**config.mk**
```make
export PLATFORM = sky130hd
export DESIGN_NAME = set_lru_replacer
export DESIGN_NICKNAME = d
export VERILOG_FILES = /design/src/rtl/set_lru_replacer.sv
export SDC_FILE = /design/constraint.sdc
export NUM_CORES = 1
export LEC_CHECK = 0
export CAP_MARGIN = 20
export CELL_PAD_IN_SITES_DETAIL_PLACEMENT = 0
export CELL_PAD_IN_SITES_GLOBAL_PLACEMENT = 1
export CORE_MARGIN = 2
export CORE_UTILIZATION = 52
export CTS_CLUSTER_SIZE = 16
export DETAILED_ROUTE_END_ITERATION = 10
export PLACE_DENSITY_LB_ADDON = 0.05
export SLEW_MARGIN = 20
export SYNTH_ARGS = -nofsm -noshare
export SYNTH_HDL_FRONTEND = slang
export SYNTH_SLANG_ARGS = --single-unit
```
**constraint.sdc**
```tcl
create_clock -name clk -period 6.6 [get_ports clk]
set_clock_uncertainty 0.15 [all_clocks]
set_input_delay 1.32 -clock clk [delete_from_list [all_inputs] [get_ports clk]]
set_output_delay 1.32 -clock clk [all_outputs]
set_load 0.005 [all_outputs]
```
**src/rtl/set_lru_replacer.sv**
```systemverilog
// set_lru_replacer
//   Multi-set true-LRU replacement engine. Each set keeps a full age
//   permutation over its ways (age 0 = MRU, NUM_WAYS-1 = LRU). Accesses
//   promote a way to MRU, invalidates demote a way to LRU, and victim
//   queries return the LRU way of a set as a registered one-hot vector.
//
// Ports
//   clk          : clock, all state updates on the rising edge
//   reset        : asynchronous active-high reset
//   access_valid : hit/allocate request
//   access_ready : access accepted (low when an invalidate targets the same set)
//   access_set   : set index of the access
//   access_way   : one-hot way of the access
//   inv_valid    : invalidate request (always accepted)
//   inv_set      : set index of the invalidate
//   inv_way      : one-hot way of the invalidate
//   victim_req   : victim query (always accepted)
//   victim_set   : set index queried
//   victim_valid : victim response strobe, one cycle after victim_req
//   victim_way   : one-hot LRU way, zero while victim_valid is low
//   access_err   : one-cycle pulse after a malformed access/invalidate way
//
// Build option
//   LRU_VICTIM_FWD_EN : when defined, a victim query sees the result of any
//                       same-cycle access/invalidate to its set; otherwise it
//                       sees the pre-update state.

module set_lru_replacer #(
    parameter int NUM_WAYS  = 4,
    parameter int NUM_SETS  = 8,
    parameter int AGE_WIDTH = $clog2(NUM_WAYS),
    parameter int SET_WIDTH = (NUM_SETS > 1) ? $clog2(NUM_SETS) : 1
) (
    input  logic                 clk,
    input  logic                 reset,
    input  logic                 access_valid,
    output logic                 access_ready,
    input  logic [SET_WIDTH-1:0] access_set,
    input  logic [NUM_WAYS-1:0]  access_way,
    input  logic                 inv_valid,
    input  logic [SET_WIDTH-1:0] inv_set,
    input  logic [NUM_WAYS-1:0]  inv_way,
    input  logic                 victim_req,
    input  logic [SET_WIDTH-1:0] victim_set,
    output logic                 victim_valid,
    output logic [NUM_WAYS-1:0]  victim_way,
    output logic                 access_err
);

    typedef logic [AGE_WIDTH-1:0] age_t;

    localparam age_t LRU_AGE = age_t'(NUM_WAYS - 1);

    age_t                r_age     [NUM_SETS][NUM_WAYS];
    age_t                w_age_nxt [NUM_SETS][NUM_WAYS];
    logic                r_victim_valid;
    logic [NUM_WAYS-1:0] r_victim_way;
    logic                r_access_err;

    logic                w_acc_fire;
    logic                w_acc_ok;
    logic                w_inv_ok;
    logic                w_acc_apply;
    logic                w_inv_apply;
    logic                w_err;
    age_t                w_acc_old;
    age_t                w_inv_old;
    logic [NUM_WAYS-1:0] w_victim;

    assign access_ready = !(inv_valid && (inv_set == access_set));
    assign w_acc_fire   = access_valid && access_ready;
    assign w_acc_ok     = $onehot(access_way);
    assign w_inv_ok     = $onehot(inv_way);
    assign w_acc_apply  = w_acc_fire && w_acc_ok;
    assign w_inv_apply  = inv_valid && w_inv_ok;
    assign w_err        = (w_acc_fire && !w_acc_ok) || (inv_valid && !w_inv_ok);

    // Old age of the addressed way; OR-reduction is exact because the
    // result is only consumed when the way vector is one-hot.
    always_comb begin
        w_acc_old = '0;
        w_inv_old = '0;
        for (int unsigned w = 0; w < NUM_WAYS; w++) begin
            if (access_way[w]) w_acc_old |= r_age[access_set][w];
            if (inv_way[w])    w_inv_old |= r_age[inv_set][w];
        end
    end

    // Access and invalidate can only both apply when they target different
    // sets (ready drops on a same-set collision), so each set sees at most
    // one update and both may read r_age directly.
    always_comb begin
        w_age_nxt = r_age;
        for (int unsigned s = 0; s < NUM_SETS; s++) begin
            for (int unsigned w = 0; w < NUM_WAYS; w++) begin
                if (w_inv_apply && (inv_set == SET_WIDTH'(s))) begin
                    if (inv_way[w])
                        w_age_nxt[s][w] = LRU_AGE;
                    else if (r_age[s][w] > w_inv_old)
                        w_age_nxt[s][w] = r_age[s][w] - age_t'(1);
                end
                if (w_acc_apply && (access_set == SET_WIDTH'(s))) begin
                    if (access_way[w])
                        w_age_nxt[s][w] = '0;
                    else if (r_age[s][w] < w_acc_old)
                        w_age_nxt[s][w] = r_age[s][w] + age_t'(1);
                end
            end
        end
    end

    always_comb begin
        w_victim = '0;
        for (int unsigned w = 0; w < NUM_WAYS; w++) begin
`ifdef LRU_VICTIM_FWD_EN
            if (w_age_nxt[victim_set][w] == LRU_AGE) w_victim[w] = 1'b1;
`else
            if (r_age[victim_set][w] == LRU_AGE) w_victim[w] = 1'b1;
`endif
        end
    end

    always_ff @(posedge clk or posedge reset) begin
        if (reset) begin
            for (int unsigned s = 0; s < NUM_SETS; s++)
                for (int unsigned w = 0; w < NUM_WAYS; w++)
                    r_age[s][w] <= age_t'(w);
            r_victim_valid <= 1'b0;
            r_victim_way   <= '0;
            r_access_err   <= 1'b0;
        end else begin
            r_age          <= w_age_nxt;
            r_victim_valid <= victim_req;
            r_victim_way   <= victim_req ? w_victim : '0;
            r_access_err   <= w_err;
        end
    end

    assign victim_valid = r_victim_valid;
    assign victim_way   = r_victim_way;
    assign access_err   = r_access_err;

endmodule

```
* Word-level counts from Yosys, hierarchy flattened
Index checks and enable logic that the tools add are counted.
** Word-level totals
- Register bits :: 70
- Bits in latches :: 0
- Bits in writable memories :: 0
- ROM bits :: 0
- Output and inout bits :: 7
- Logic and storage cells :: 444
- Memories :: 0
** Cells by class
- $add $sub $neg :: 70
- Multipliers :: 0
- Div/mod/pow operators :: 0
- Magnitude comparators :: 67
- Eq/ne operators :: 21
- Shift operators :: 0
- Muxes and demuxes :: 214
- Bitwise gates (word level) :: 9
- Reductions and logical operators :: 28
** Operators by type and width (count)
- 2-bit two-way mux :: 200
- 8-bit binary-select mux with 3-bit select :: 3
- 2-bit by 1-bit adder with 2-bit output, second input constant :: 32
- 2-bit greater-than comparator :: 32
- 2-bit less-than comparator :: 32
- 2-bit by 1-bit subtractor with 2-bit output, second input constant :: 32
- 8-bit two-way mux :: 6
- 3-bit == test, second input constant :: 8
- 1-bit logical AND :: 22
- 3-bit by 1-bit == test with 1-bit output, second input constant :: 4
- 3-bit by 2-bit == test with 1-bit output, second input constant :: 4
- 4-bit >= comparator, second input constant :: 3
- 3-bit inverter with 4-bit output :: 3
- 2-bit bitwise OR :: 6
- 1-bit by 1-bit adder with 2-bit output :: 4
- 2-bit == test, second input constant :: 4
- 2-bit by 2-bit adder with 3-bit output :: 2
- 3-bit zero test :: 2
- 1-bit two-way mux :: 4
- 4-bit two-way mux :: 1
- 3-bit == test :: 1
- 1-bit zero test :: 3
- 1-bit logical OR :: 1

* Logic depth before layout (Yosys ltp)
- Depth after elaboration :: 18
- Mapped depth :: 15
- Depth with buffers taken out :: 12

* Least setup slack after synthesis
Ideal clock, no wire load.
- Path type :: input-to-reg
- From :: input inv_set[0]
- To :: register r_age[15] in the netlist's numbering
- Library setup time :: 0.087 ns
- Arrival time :: 5.156 ns
- Required time :: 6.363 ns
- Slack :: 1.208 ns
- Cell stages on the path :: 15
- Path through :: buf_2 -> buf_2 -> buf_2 -> mux4_2 -> a22oi_1 -> nand3_1 -> nand2_1 -> ha_1 -> nor2b_1 -> o21ai_0 -> nor3_1 -> a21boi_0 -> o22ai_1 -> or4_1 -> o211ai_1
** RTL lines
- start: declaration :: RTL line 41 : input logic [SET_WIDTH-1:0] inv_set,
- end signal: indexed assignment :: RTL line 127 : r_age[s][w] <= age_t'(w);
- end signal: assignment :: RTL line 132 : r_age <= w_age_nxt;
- end: declaration :: RTL line 54 : age_t r_age [NUM_SETS][NUM_WAYS];

* Final worst setup path
- From :: input access_set[0]
- To :: output access_ready
** Between the ends
- Cells in the longest elaborated chain, start to end :: 3
** Ends and longest elaborated chain
- start: declaration :: RTL line 38 : input logic [SET_WIDTH-1:0] access_set,
- 3-bit == test :: RTL line 70 : assign access_ready = !(inv_valid && (inv_set == access_set));
- 1-bit logical AND :: RTL line 70
- 1-bit zero test :: RTL line 70
- end: declaration :: RTL line 37 : output logic access_ready,
Every way passes these cells.

==> impl_results.md <==
* Logic pwr share at 0.541
* Die X at 137 um
* IO buf count at 28
* Via-to-Cell Ratio at 6.84
* Number of synthesized flops with an enable pin at 0
* Hold_ws at 0.509 ns
* Post-synthesis cell area at 0.00920 sq mm
* Maximum buffer depth of the clock tree at 2
* Total CTS buffers at 9
* First-pass GRT wire length at 50200 um
* # rows at 48
* Maxcap violations at 0
* PostCTS Resize Cnt at 0
* All-Layer GR Usage at 0.356
* Setup ws final at 1.22 ns
* Worst min-delay path startpoint: r_age[34]
* DP Wirelength at 22800 um
* Worst path slowest cell: clkdlybuf4s50_1
* Tmin final at 5.38 ns
* H-tree depth at 3
* Total area of sequential cells at 0.00179 sq mm
* Root Driver: clkbuf_16
* Synth warn at 0
* Critical path class: input pin to output pin
* R2r endpoint: r_age[41]
* Clk pin slew, worst setup/hold paths at 0.05 ns
* Reg2Reg Setup Slack at 2.70 ns
* Final hold vios at 0
* Ports at 29
* Core Util, Final at 0.575
* Worst R2R Path Depth at 13
* Largest net degree at the start of global routing at 71
* Leakage at 0.00390 uW
* CP arrival at 3.91 ns
* Max-slew violations at 0
* Routed WL at 32500 um
* Flop pwr share at 0.311
* Syn_area_per_cell at 7.84 sq um
* Mapped Cells at 1173
* Reg2reg start: r_age[46]
* Setup Fix Bufs, Post-CTS at 0
* F_max at 0.186 GHz
* Hold Path Stages at 1
* TritonRoute pass-1 iters at 5
* Worst vdd ir at 155 uV
* Final-stage net count at 1300
* Place WS at 0.941 ns
* DR WL/cell at 23.1 um
* Setup-failing EPs final at 0
* Sw power at 1550 uW
* CP endpoint kind: output pin
* Via count at 9616
* Pwr Density at 316 mW/mm^2
* Hold endpoint: r_age[34]
* Number of global-route vias before repair at 8567
* Area of the multi-input gates at 0.00689 sq mm
* CP peak stage delay at 1.14 ns
* Die area at 0.0188 sq mm
* 1st-iter DRT viols at 893
* Antenna cell count at 0
* Initial antenna violation count at 0
* Design Power at 3140 uW
* DRC viols at 0
* Die Y at 137 um
* Status: completed
* Clk sinks at 70
* Max FO, Critical Path at 19
* Req. time, crit path at 5.13 ns
* Switching Share at 0.493
* #FFs+latches synth at 70
* Final Cycle Share at 0.816
* Yosys cell types at 75
* Crit-path cells: clkdlybuf4s50_1 -> xnor2_1 -> and4_1 -> inv_2 -> clkdlybuf4s50_1
* Cts hold-fix bufs at 0
* CP most frequent cell: clkdlybuf4s50_1
* GR Overflow Total at 0
* Crit path launch type: input pin
* Share of layout cells above drive strength 1 at 0.121
* Worst skew pair latency at 0.36 ns
* Total negative setup slack at 0 ns
* RSZ-0062 raised after global routing: false
* Worst-margin pin slew at 1.02 ns
* Syn nets at 1297
* GPL Wtd Cong at 0.990
* Hold Crit Class: flip-flop to flip-flop
* CTS tree: built
* Clock power frac at 0.148
* Fillers at 1645
* Relative slew margins at 0.317
* P_int at 1590 uW
* Starting density of the core at 0.532
* Area Overhead vs Synth at 8.17%
* Post-synth ARST share at 1.00
* Most common flop cell mapped by yosys: dfrtp_1
* DRT antenna net count at 0
* Core ar. at 0.0173 sq mm
* Register area share after synthesis at 0.195
stage by stage:
| stage | area, sq um | cells |
|---|---|---|
| 2_1_floorplan | 9200 | 1173 |
| 3_3_place_gp | 9690 | 1390 |
| 3_5_place_dp | 9690 | 1390 |
| 4_1_cts | 9950 | 1405 |
| 5_1_grt | 9950 | 1405 |
| 6_report | 9950 | 1405 |
layer usage:
metal	global-route usage	vias up	share of wire
li1	-	4485	-
met5	0	-	0
met4	0.167	0	0.043
met1	0.493	4493	0.42
met3	0.0756	107	0.10
met2	0.528	531	0.43
power groups by stage:
stage / registers (uW) / clock network, uW / logic (uW)
final: 978 / 465 / 1700
after global routing: 989 / 482 / 1930
after CTS: 948 / 471 / 1680
after detailed placement: 955 / 0 / 1670
after global placement: 959 / 0 / 1640
after floorplan: 692 / 0 / 1470
sequential cells by signal (all words and copies together), names as in the netlist:
register and count:
access_err 1, victim_way 4, victim_valid 1, r_age 64
final cells by class:
cell class	count	share of cell area
Sequential cell	70	0.180
Multi-Input combinational cell	980	0.693
Clock buffer	13	0.0251
Inverter	55	0.0209
Tap cell	225	0.0283
Timing Repair Buffer	60	0.0522
Clock inverter	2	0.00101
worst max-delay path by stage:
| stage | end | startpoint | depth (start not counted) |
|---|---|---|---|
| 6_report | access_ready | access_set[0] | 5 |
| 3_5_place_dp | r_age[7] | access_set[0] | 10 |
| 3_3_place_gp | r_age[7] | access_set[0] | 10 |
| 4_1_cts | access_ready | access_set[0] | 5 |
| 5_1_grt | r_age[7] | access_set[0] | 10 |
| 2_1_floorplan | r_age[15] | inv_set[0] | 15 |
cell families after synthesis:
kind of cell               synth area share
AOI/OAI and AO/OA                     0.262
adders and majority gates             0.140
DFF                                   0.195
buffers and inverters                0.0564
muxes                                 0.105
xor gates and xnor gates            0.00381
and+or+nand+nor                       0.238
synth_stat cells, types with 12 or more instances:
master      n  area [sq um]
a211oi_1   31           233
a21oi_1    98           490
buf_2      13          65.1
clkbuf_1   44           165
dfrtp_1    38           951
dfstp_2    32           841
ha_1      100          1250
inv_1      52           195
mux2_2     12           135
mux4_2     32           721
nand2_1   113           424
nand3_1    57           285
nor2_1    105           394
nor2b_1    34           213
nor3_1     60           300
o21ai_0    92           460
o22ai_1    21           131
o31ai_1    13          97.6
o32ai_1    13           114
worst max-delay path, delay by kind of cell:
family	cells	cell delay, ns
buffers and inverters	3	2.11
AND/OR/NAND/NOR	1	0.32
XOR/XNOR	1	0.14
placed cells by master, fill, tap and decap left out, types with 27 or more instances in the layout:
cell             synthesis  final
nand2_1                113    112
nor2_1                 105    105
ha_1                   100    100
a21oi_1                 98     98
o21ai_0                 92     92
nor3_1                  60     60
nand3_1                 57     57
inv_1                   52     51
dfrtp_1                 38     38
nor2b_1                 34     34
mux4_2                  32     32
dfstp_2                 32     32
a211oi_1                31     31
buf_4                    5     31
clkdlybuf4s50_1          0     27
No activity file was read; power rests on OpenSTA's default activity.
